## src/rtl/ctrl_pipe_pkg.sv

```systemverilog
// Shared control-bundle layout and the reset/NOP bundle values used by the
// decode -> writeback pipeline registers.
package ctrl_pipe_pkg;

  typedef struct packed {
    logic [5:0] rsvd;
    logic       load;
    logic       store;
    logic [1:0] wb_sel;
    logic       reg_write;
    logic       wr_en;      // active-low downstream, so it resets high
    logic       rd_en;
    logic       csr_rd_en;
    logic       csr_wr_en;
    logic       mret;
  } ctrl_t;

  localparam int CTRL_W = $bits(ctrl_t);

  localparam ctrl_t CTRL_RST = '{rsvd: '0, load: 1'b0, store: 1'b0, wb_sel: 2'b00,
                                 reg_write: 1'b0, wr_en: 1'b1, rd_en: 1'b0,
                                 csr_rd_en: 1'b0, csr_wr_en: 1'b0, mret: 1'b0};

  localparam ctrl_t CTRL_NOP = '0;

endpackage

```

## src/rtl/ctrl_pipe_stage.sv

```systemverilog
// One pipeline boundary: reset > flush > hold > bubble > load.
module ctrl_pipe_stage
  import ctrl_pipe_pkg::*;
#(
  parameter int               WIDTH   = CTRL_W,
  parameter logic [WIDTH-1:0] RST_VAL = '0,
  parameter logic [WIDTH-1:0] NOP_VAL = '0
) (
  input  logic             clk,
  input  logic             rst,
  input  logic             flush,
  input  logic             hold,
  input  logic             up_stall,
  input  logic [WIDTH-1:0] d_ctrl,
  input  logic             d_valid,
  output logic [WIDTH-1:0] q_ctrl,
  output logic             q_valid
);

  always_ff @(posedge clk) begin
    if (rst) begin
      q_ctrl  <= RST_VAL;
      q_valid <= 1'b0;
    end else if (flush) begin
      q_ctrl  <= NOP_VAL;
      q_valid <= 1'b0;
    end else if (hold) begin
      q_ctrl  <= q_ctrl;
      q_valid <= q_valid;
    end else if (up_stall) begin
      // upstream is frozen but we are free: emit a bubble
      q_ctrl  <= NOP_VAL;
      q_valid <= 1'b0;
    end else begin
      // invalid input never carries stale control downstream
      q_ctrl  <= d_valid ? d_ctrl : NOP_VAL;
      q_valid <= d_valid;
    end
  end

endmodule

```

## src/rtl/ctrl_pipe_reg.sv

```systemverilog
// Multi-stage control pipeline register with back-propagating stall, per-stage
// flush and a saturating last-stage stall counter.
module ctrl_pipe_reg
  import ctrl_pipe_pkg::*;
#(
  parameter int               WIDTH   = CTRL_W,
  parameter int               STAGES  = 1,
  parameter logic [WIDTH-1:0] RST_VAL = '0,
  parameter logic [WIDTH-1:0] NOP_VAL = '0,
  parameter int               CNT_W   = 16
) (
  input  logic                      clk,
  input  logic                      rst,
  input  logic [WIDTH-1:0]          ctrl_in,
  input  logic                      valid_in,
  input  logic [STAGES-1:0]         stall,
  input  logic [STAGES-1:0]         flush,
  input  logic                      cnt_clr,
  output logic [WIDTH-1:0]          ctrl_out,
  output logic                      valid_out,
  output logic [STAGES*WIDTH-1:0]   stage_ctrl,
  output logic [STAGES-1:0]         stage_valid,
  output logic [CNT_W-1:0]          stall_cnt
);

  logic [STAGES-1:0] es;
  logic [WIDTH-1:0]  sc [STAGES];

  // a stalled stage freezes everything upstream of it
  always_comb begin
    es = '0;
    es[STAGES-1] = stall[STAGES-1];
    for (int i = STAGES - 2; i >= 0; i--) begin
      es[i] = stall[i] | es[i+1];
    end
  end

  for (genvar i = 0; i < STAGES; i++) begin : g_stage
    if (i == 0) begin : g_first
      ctrl_pipe_stage #(
        .WIDTH  (WIDTH),
        .RST_VAL(RST_VAL),
        .NOP_VAL(NOP_VAL)
      ) u_stage (
        .clk     (clk),
        .rst     (rst),
        .flush   (flush[i]),
        .hold    (es[i]),
        .up_stall(1'b0),
        .d_ctrl  (ctrl_in),
        .d_valid (valid_in),
        .q_ctrl  (sc[i]),
        .q_valid (stage_valid[i])
      );
    end else begin : g_next
      ctrl_pipe_stage #(
        .WIDTH  (WIDTH),
        .RST_VAL(RST_VAL),
        .NOP_VAL(NOP_VAL)
      ) u_stage (
        .clk     (clk),
        .rst     (rst),
        .flush   (flush[i]),
        .hold    (es[i]),
        .up_stall(es[i-1]),
        .d_ctrl  (sc[i-1]),
        .d_valid (stage_valid[i-1]),
        .q_ctrl  (sc[i]),
        .q_valid (stage_valid[i])
      );
    end
    assign stage_ctrl[i*WIDTH +: WIDTH] = sc[i];
  end

  assign ctrl_out  = sc[STAGES-1];
  assign valid_out = stage_valid[STAGES-1];

  always_ff @(posedge clk) begin
    if (rst || cnt_clr) begin
      stall_cnt <= '0;
    end else if (es[STAGES-1] && (stall_cnt != '1)) begin
      stall_cnt <= stall_cnt + CNT_W'(1);
    end
  end

endmodule

```

## config.mk

```make
export PLATFORM = sky130hd
export DESIGN_NAME = ctrl_pipe_reg
export DESIGN_NICKNAME = d
export VERILOG_FILES = /design/src/rtl/ctrl_pipe_pkg.sv /design/src/rtl/ctrl_pipe_stage.sv /design/src/rtl/ctrl_pipe_reg.sv
export SDC_FILE = /design/constraint.sdc
export NUM_CORES = 1
export LEC_CHECK = 0
export CORE_MARGIN = 2
export CORE_UTILIZATION = 42
export CTS_BUF_LIST = sky130_fd_sc_hd__clkbuf_4 sky130_fd_sc_hd__clkbuf_8
export CTS_CLUSTER_SIZE = 12
export DETAILED_ROUTE_END_ITERATION = 8
export GPL_TIMING_DRIVEN = 0
export PLACE_DENSITY = 0.83
export SETUP_SLACK_MARGIN = 0.1
export SYNTH_ARGS = -nofsm -noshare
export SYNTH_HDL_FRONTEND = slang
export SYNTH_HIERARCHICAL = 1
export SYNTH_SLANG_ARGS = --single-unit
export TNS_END_PERCENT = 20
```

## constraint.sdc

```tcl
create_clock -name clk -period 1.8 [get_ports clk]
set_input_delay 0.18 -clock clk [delete_from_list [all_inputs] [get_ports clk]]
set_output_delay 0.18 -clock clk [all_outputs]
set_load 0.01 [all_outputs]
```

==> impl_results.md <==
- Fin crit share: 0.9278
- Status: complete, no violations
- Worst Hold Launch: g_stage[0].g_first.u_stage/q_ctrl[3]$_SDFFE_PP0N_
- Initial DRC Count: 92
- Share of layout cells above drive strength 1: 0.2236
- Initial Util: 0.4308
- Synth area leaders: dfxtp_1 42%, a32o_1 10%, buf_4 8.2%
- Post-synthesis sequential area ratio: 0.4221
- CP max stage delay: 0.56 ns
- Cell variety after synth: 39
- Fin nets: 259
- Syn nets: 177
- Sum Neg Setup Slack: 0 ns
- Reg-to-reg startpoint: stall_cnt[7]$_SDFFE_PP0P_
- PortBufs: 71
- Drt drc: 0
- Largest net degree at the start of global routing: 11
- Critical Path Sink Type: flip-flop
- Critical path class: flip-flop to flip-flop
- Hold Crit Class: flip-flop to flip-flop
- Core area: 3633 um^2
- Critical Path AT: 1.90 ns
- Ant diodes: 0
- Final Core Density: 0.6970
- Total Routing Usage GR: 0.1932
- Commonest non-fill, non-tap cell in the layout: clkdlybuf4s50_1
- Ports: 72
- Depth of the most critical reg-to-reg path: 4
- Most frequent cells in the layout: 70 x clkdlybuf4s50_1, 27 x dfxtp_1, 21 x buf_4
- VDD IR-drop max: 449.5 uV
- Skew final: 0.007336 ns
- CTS tree: yes
- Clk pwr share: 0.411
- Routability Congestion: 0.8332
- Gr ovfl total: 0
- Max Fclk: 598.8 MHz
- Cts bufs inserted: 5
- H-tree Lvls: 2
- Switch share: 0.2185
- Die width: 65.05 um
- Drt first pass iters: 4
- Vias per cell: 5.312
- Comb pwr share: 0.090
- DR vias: 1514
- First-pass GRT wire length: 6389 um
- Vias in the first global route: 1341
- Area leader, netlist: dfxtp_1
- Final Hold Fails: 0
- Seq pwr share: 0.499
- Slowest CP cell: or4_4
- Num rows: 22
- Critical Path RT: 2.03 ns
- Worst setup SP type: flip-flop
- Avg WL per Cell: 13.94 um
- CP cell instances: nand4_4 > or4_4 > a31oi_1 > a41o_1
- Crit. Startpoint: stall_cnt[7]$_SDFFE_PP0P_
- Detailed Route WL: 3973 um
- # clock sinks: 33
- Max Root-Sink Buffers: 2
- P&R area growth vs syn: 61.79%
- Max-cap viol count: 0
- Pint: 1164 uW
- Die area: 4231 um^2
- Mapped Cells: 154
- HPWL Detailed: 2860 um
- NetSw: 325.4 uW
- Power Dens Cells: 588.2 nW/um^2
- Synth Warn #: 6
- Final setup viols: 0
- Post-Syn Area: 1565 um^2
- Final min period: 1.670 ns
- Post-synthesis register bit count: 33
- Hold-critical path depth: 1
- Clk Latency, worst-skew pair: 0.29 ns
- Yosys top cell area share: 0.4221
- CP max FO: 6
- Root Buffer: clkbuf_8
- Post-DRT Antenna Nets: 0
- Clock slew at reported path FFs: 0.07 ns
- RSZ-0062 raised after global routing: yes
- Fin. max-slew vios: 0
- Pleak: 0.0009640 uW
- Antenna violations before repair: 0
- Post-Syn Area per Cell: 10.16 um^2
- DIE HEIGHT: 65.05 um
worst max-delay path, delay by kind of cell, from the launching register on:
| kind | cells | cell delay, ns |
|---|---|---|
| AND/OR/NAND/NOR | 2 | 0.78 |
| flip-flops | 1 | 0.49 |
| AO/OA/AOI/OAI | 2 | 0.34 |
cells by family (layout without fill, tap and decap cells):
family | Yosys count | count (layout) | share of synthesized area
adders and majority gates | 1 | 1 | 0.007992
xor gates and xnor gates | 3 | 3 | 0.01679
buffers and inverters | 24 | 107 | 0.1095
AOI/OAI and AO/OA | 44 | 44 | 0.2254
and+or+nand+nor | 48 | 48 | 0.2158
other | 1 | 1 | 0.002396
DFF | 33 | 33 | 0.4221
power by group through the flow:
stage               combinational [uW]  clock (uW)  sequential [uW]
floorplan                         47.1           0              761
global placement                   132           0              758
detailed placement                 134           0              759
CTS                                133         629              742
global route                       145         663              744
finish                             135         612              743
worst paths after layout:
path	endpoint	slack (ns)
worst min register to register	g_stage[0].g_first.u_stage/q_ctrl[3]$_SDFFE_PP0N_	0.49
worst max-delay path	stall_cnt[5]$_SDFFE_PP0P_	0.13
worst max register to register	stall_cnt[5]$_SDFFE_PP0P_	0.13
worst min-delay path	g_stage[0].g_first.u_stage/q_ctrl[3]$_SDFFE_PP0N_	0.49
metal layers:
metal  global-route usage  part of all wire  up-vias
li1                     -                 -      752
met1               0.2344              0.43      688
met2               0.3196              0.48       72
met3              0.07118             0.083        2
met4              0.05729            0.0058        0
met5                    0                 0        -
through the flow:
step / instance area (um^2) / cells / hold WS [ns] / setup WS [ns] / power, uW
2_1_floorplan: 1565 / 154 / 0.3342 / 0.1282 / 808.1
3_3_place_gp: 2336 / 273 / 0.4719 / -0.2607 / 889.9
3_5_place_dp: 2336 / 273 / 0.4782 / -0.3059 / 892.2
4_1_cts: 2460 / 281 / 0.4949 / 0.07899 / 1504
5_1_grt: 2532 / 285 / 0.5149 / 0.06473 / 1552
6_report: 2532 / 285 / 0.4903 / 0.1300 / 1489
sequential cells by signal, indices dropped and copies added (netlist names):
signal                           cells
g_stage.g_first.u_stage/q_ctrl      16
g_stage.g_first.u_stage/q_valid      1
stall_cnt                           16
Yosys cell counts, drive strengths merged:
library cell / n
dfxtp: 33
buf: 20
a32o: 16
a21oi: 9
nor2: 8
nand4: 7
nand2: 6
nand3: 5
o21ai: 5
or3: 5
a41o: 4
and4: 4
or4: 4
a31oi: 3
and2: 3
clkbuf: 3
o31ai: 3
nor3b: 2
xor2: 2
a211oi: 1
and3: 1
conb: 1
ha: 1
inv: 1
nor3: 1
nor4: 1
o211a: 1
o21a: 1
o41ai: 1
or2: 1
xnor2: 1
repair_timing:
| action | CTS | global route |
|---|---|---|
| resized for setup | 7 | 8 |
| pin swaps | 1 | 2 |
| hold buffers | 0 | 0 |
| setup endpoints to repair | 12 | 12 |
| setup buffers | 0 | 4 |
final cells by class:
class | instances | area [um^2]
Buffer | 23 | 167.7
Timing Repair Buffer | 75 | 739.5
Clock buffer | 7 | 96.34
Fill cell | 294 | 1101
Clock inverter | 1 | 5.005
Multi-Input combinational cell | 97 | 792.0
Sequential cell | 33 | 668.1
Inverter | 1 | 3.754
Tap cell | 48 | 60.06
(Power assumes the default switching activity.)
==> RTL change 1, RTL diff (config.mk and constraints unchanged) <==
Set the parameter `CNT_W` to 32 (it was 16).
--- a/src/rtl/ctrl_pipe_reg.sv
+++ b/src/rtl/ctrl_pipe_reg.sv
@@ -7,7 +7,7 @@
   parameter int               STAGES  = 1,
   parameter logic [WIDTH-1:0] RST_VAL = '0,
   parameter logic [WIDTH-1:0] NOP_VAL = '0,
-  parameter int               CNT_W   = 16
+  parameter int               CNT_W   = 32
 ) (
   input  logic                      clk,
   input  logic                      rst,
Ports: changed (resized stall_cnt); port bits go from 72 to 88. The function was not compared with the original's and may differ.
==> RTL change 1 against the unedited design <==
- worst setup slack worse by 0.18 ns
- core utilization is 0.71 points lower
- sequential cell count increased by 16
- largest cell class is now multi-input combinational cells
- synthesized area is 53% higher
- cell area is 50% higher
- the run now ends with negative setup slack left
- total power rose by 28%
- wire length rose by 73%
- count of clock-buffer cells in the layout decreased by 2
==> RTL change 1: results (changes against the unedited design) <==
qor: timing.total_negative_setup_slack -0.354 ns [-0.354 ns]
qor: layout.layout.buffer.nonclock.area_share 33.6% [-2.2 points]
qor: layout.clock_cell_area_share 2.27% [-1.7 points]
qor: layout.area.share.sequential 27.3% [+0.92 points]
qor: drt.vias_per_cell 5.60 [+5.5%]
qor: place.post_dp_cell_area 3420 µm² [+47%]
qor: logic_synthesis.synth.avg_cell_area 9.68 µm² [-4.8%]
qor: timing.finalSetupViolCount 10 [+10]
qor: critical_path.r2r-start stall_cnt[17]$_SDFFE_PP0P_
qor: timing.hold-worst-slack 0.486 ns [-0.00437 ns]
qor: clock_tree.cts.repair_timing.setup_buffer_count 15 [+15]
qor: logic_synthesis.synth_top_cells_by_area sky130_fd_sc_hd__dfxtp_1 41%, sky130_fd_sc_hd__a32o_1 6.7%, sky130_fd_sc_hd__buf_4 5.3%
qor: layout.reg_top3 stall_cnt: 32 flops, g_stage.g_first.u_stage/q_ctrl: 16 flops, g_stage.g_first.u_stage/q_valid: 1 flops
qor: timing.final_critical_path_setup_slack -0.0511 ns [-0.181 ns]
qor: place.routabilityCongestion 0.796 [-4.5%]
qor: run_status.violations negative setup slack
qor: place.detailedPlace.worstSlack -0.457 ns [-0.151 ns]
qor: layout.inv_count 4 [+3]
qor: run_status.run_status finished with violations
qor: worst_hold_path.hold_path.class input pin to register
qor: logic_synthesis.portion_of_netlist_area_occupied_by_mux_cells 0.417% [+0.42 points]
qor: global_routing.grt_pass1_vias 2,266 [+69%]
qor: worst_hold_path.hp-start ctrl_in[3]
qor: logic_synthesis.yosys.area_share.xor_xnor 0.730% [-0.95 points]
qor: drt.wl_met1 2.94 mm [+73%]
qor: place.io_buffers 87 [+23%]
qor: global_routing.track_usage 21.1% [+1.8 points]
qor: global_routing.grtUsageMet2 36.0% [+4.0 points]
qor: logic_synthesis.synthesis.nets 271 [+53%]
qor: layout.multi_input_area_share 34.1% [+2.8 points]
qor: critical_path.worst_r2r_path_depth 6 [+2]
RTL change 1: changes by cell type in the layout (fill, tap and decap cells not counted), moves of 9 or more:
cell / delta
sky130_fd_sc_hd__dfxtp_4: +11
sky130_fd_sc_hd__or3_1: +9
sky130_fd_sc_hd__buf_4: +14
sky130_fd_sc_hd__a21oi_2: +9
sky130_fd_sc_hd__a21oi_1: +11
sky130_fd_sc_hd__clkdlybuf4s50_1: +15
RTL change 1: through the flow:
step	total power, W	util [%]
floorplan	0.00118	-
detailed placement	0.00127	62.2
finish	0.00190	69.0
global route	0.00198	69.0
global placement	0.00126	62.2
CTS	0.00191	66.6
RTL change 1: how the worst max path moves through the flow:
| stage | slack, ns | endpoint | cells past startpoint | startpoint |
|---|---|---|---|---|
| finish | -0.05 | stall_cnt[19]$_SDFFE_PP0P_ | 6 | stall_cnt[17]$_SDFFE_PP0P_ |
| floorplan | 0.03 | stall_cnt[1]$_SDFFE_PP0P_ | 8 | stall_cnt[16]$_SDFFE_PP0P_ |
| global placement | -0.44 | stall_cnt[17]$_SDFFE_PP0P_ | 6 | stall |
| detailed placement | -0.46 | stall_cnt[17]$_SDFFE_PP0P_ | 6 | stall |
| global route | -0.14 | stall_cnt[1]$_SDFFE_PP0P_ | 8 | stall_cnt[20]$_SDFFE_PP0P_ |
| CTS | -0.04 | stall_cnt[29]$_SDFFE_PP0P_ | 6 | stall_cnt[17]$_SDFFE_PP0P_ |
RTL change 1: worst max-delay path, stage by stage, from the launching register on:
cell                       delay [ns]
sky130_fd_sc_hd__dfxtp_4         0.37
sky130_fd_sc_hd__nand2_2         0.06
sky130_fd_sc_hd__or4_4           0.57
sky130_fd_sc_hd__o311ai_4        0.37
sky130_fd_sc_hd__buf_6           0.19
sky130_fd_sc_hd__or3_2           0.12
sky130_fd_sc_hd__a21oi_2         0.04
==> RTL change 2, RTL diff (config.mk and constraints unchanged) <==
Made on the original files. Make the reset (`rst`) asynchronous in one clocked block.
--- a/src/rtl/ctrl_pipe_stage.sv
+++ b/src/rtl/ctrl_pipe_stage.sv
@@ -17,7 +17,7 @@
   output logic             q_valid
 );
 
-  always_ff @(posedge clk) begin
+  always_ff @(posedge clk or posedge rst) begin
     if (rst) begin
       q_ctrl  <= RST_VAL;
       q_valid <= 1'b0;
Function: differs if rst is asserted again (counterexample within 4 cycles, from zero or initial values and one cycle with rst high); with rst held inactive, the same outputs for 10 cycles.
==> RTL change 2 against the unedited design <==
- synthesized cell count grew 23%
- first-iteration DRC count increased by 33%
- synthesized area grew 14%
- worst setup slack gained 0.015 ns
- total power rose by 5.3%
- non-clock buffer count increased by 2
- via count grew 16%
- combinational power up 44%
- sequential cell count unchanged
- wire length grew 23%
- cell area grew 9.5%
- worst hold slack lost 0.23 ns
==> RTL change 2: results (changes against the unedited design) <==
qor: run_status.run_status finished clean
qor: power.combinationalPowerShare 12.4% [+3.4 points]
qor: place.io_buffers 70 [-1.4%]
qor: layout.fill_cells 314 [+6.8%]
qor: logic_synthesis.synth_compound_gate_area_share 15.2% [-7.4 points]
qor: power.power_density 566 nW/µm² [-3.8%]
qor: logic_synthesis.synth_top_cells_by_area sky130_fd_sc_hd__dfrtp_1 24%, sky130_fd_sc_hd__dfxtp_1 18%, sky130_fd_sc_hd__a21oi_1 7.3%
qor: global_routing.maximum_number_of_pins_on_one_net_before_global_route_repair 18 [+7]
qor: place.detailedPlace.worstSlack -0.248 ns [+0.0582 ns]
qor: logic_synthesis.netlist_top_cells_count 26 x sky130_fd_sc_hd__a21oi_1, 23 x sky130_fd_sc_hd__nand2_1, 17 x sky130_fd_sc_hd__buf_4, 17 x sky130_fd_sc_hd__dfrtp_1, 16 x sky130_fd_sc_hd__dfxtp_1
qor: layout.finalNetCount 299 [+15%]
qor: place.routabilityCongestion 0.834 [about the same]
qor: logic_synthesis.yosys.area_share.adder 0.702% [-0.097 points]
qor: place.dp_hpwl 3.39 mm [+18%]
qor: critical_path.crit_fanout 5 [-1]
qor: worst_hold_path.hold_path.class input pin to register
qor: clock_tree.clockRootBuffer sky130_fd_sc_hd__clkbuf_8
qor: drt.drtIter0Drc 122 [+33%]
qor: logic_synthesis.yosys.area_share.xor_xnor 1.47% [-0.20 points]
qor: power.power.sequential.fraction 48.1% [-1.8 points]
qor: global_routing.grt_antenna_before_repair 0 [unchanged]
qor: logic_synthesis.synth_flop_cell sky130_fd_sc_hd__dfrtp_1
qor: power.power_switching 0.000368 W [+13%]
qor: power.irDropWorstVdd 463 µV [+3.0%]
qor: logic_synthesis.yosysSeqAreaShare 41.9% [-0.35 points]
qor: critical_path.arrival_time_worst_endpoint 1.86 ns [-0.04 ns]
qor: logic_synthesis.yosys.cell_types.count 38 [-2.6%]
qor: global_routing.grt_pass1_vias 1,603 [+20%]
qor: timing.fin_skew 0.00697 ns [-0.000363 ns]
qor: global_routing.grt_pass1_wl 7.65 mm [+20%]
qor: layout.drive_gt1_share 19.9% [-2.5 points]
[RTL change 2: changes by cell type after synthesis, sizes merged, moves of 2 or more]
cell     delta
clkbuf      +3
dfrtp      +17
nor3b       -2
or4bb       +5
dfxtp      -17
nand2      +17
nand4bb    +11
a32o       -16
a21oi      +17
[RTL change 2: per-layer routing]
layer	global-route usage [%]	wire length, µm	vias to the layer above
met3	3.80	203	12
met5	0	0	-
met4	9.15	121	0
met2	32.3	2460	49
li1	-	-	853
met1	24.7	2100	845
[RTL change 2: cell type report]
class                      instances  area [µm²]  area share [%]
sequential                        33         759            27.4
multi-input combinational        134         950            34.3
clock inverter                     1        5.00           0.181
inverter                           2        7.51           0.271
timing repair buffer              73         722            26.0
tap                               50        62.6            2.26
buffer                            27         170            6.14
clock buffer                       7        96.3            3.47
[RTL change 2: cell families (layout without fill, tap and decap cells)]
logic type / count (synthesis) / after routing
AND/OR/NAND/NOR: 78 / 78
AO/OA/AOI/OAI: 44 / 44
flip-flops: 33 / 33
buffers and inverters: 29 / 110
XOR/XNOR: 3 / 3
adder cells (fa/ha/maj): 1 / 1
other: 1 / 8
[RTL change 2: per-stage QoR]
step / instance area (µm²) / instances / setup TNS (ns)
after floorplan: 1810 / 196 / 0
after global placement: 2570 / 316 / -0.896
final: 2770 / 327 / 0
after global routing: 2770 / 327 / 0
after CTS: 2700 / 324 / 0
after detailed placement: 2570 / 316 / -1.06
[RTL change 2: worst max-delay path, stage by stage, from the launching register on]
cell and delay (ns):
sky130_fd_sc_hd__dfxtp_4 0.39, sky130_fd_sc_hd__ha_4 0.16, sky130_fd_sc_hd__nand4_1 0.17, sky130_fd_sc_hd__a41o_1 0.32, sky130_fd_sc_hd__or3_1 0.37, sky130_fd_sc_hd__a21oi_1 0.16
[RTL change 2: path summary, 6_finish.rpt]
kind | start | end | slack, ns | cells after the start
worst min-delay path | flush | g_stage[0].g_first.u_stage/q_ctrl[8]$_DFFE_PP0P_ | 0.26 | 2
worst min register to register | stall_cnt[13]$_SDFFE_PP0P_ | stall_cnt[13]$_SDFFE_PP0P_ | 0.51 | 2
worst max-delay path | stall_cnt[1]$_SDFFE_PP0P_ | stall_cnt[14]$_SDFFE_PP0P_ | 0.14 | 5
worst max register to register | stall_cnt[1]$_SDFFE_PP0P_ | stall_cnt[14]$_SDFFE_PP0P_ | 0.14 | 5
max in group asynchronous | rst | g_stage[0].g_first.u_stage/q_ctrl[13]$_DFFE_PP0P_ | 1.04 | 2
min in group asynchronous | rst | g_stage[0].g_first.u_stage/q_ctrl[10]$_DFFE_PP0P_ | 0.34 | 2
[RTL change 2: timing repair]
action / in CTS / in global routing
pin swaps: 0 / 3
resized for setup: 5 / 14
buffers inserted: 0 / 3
setup endpoints to repair: 13 / 15
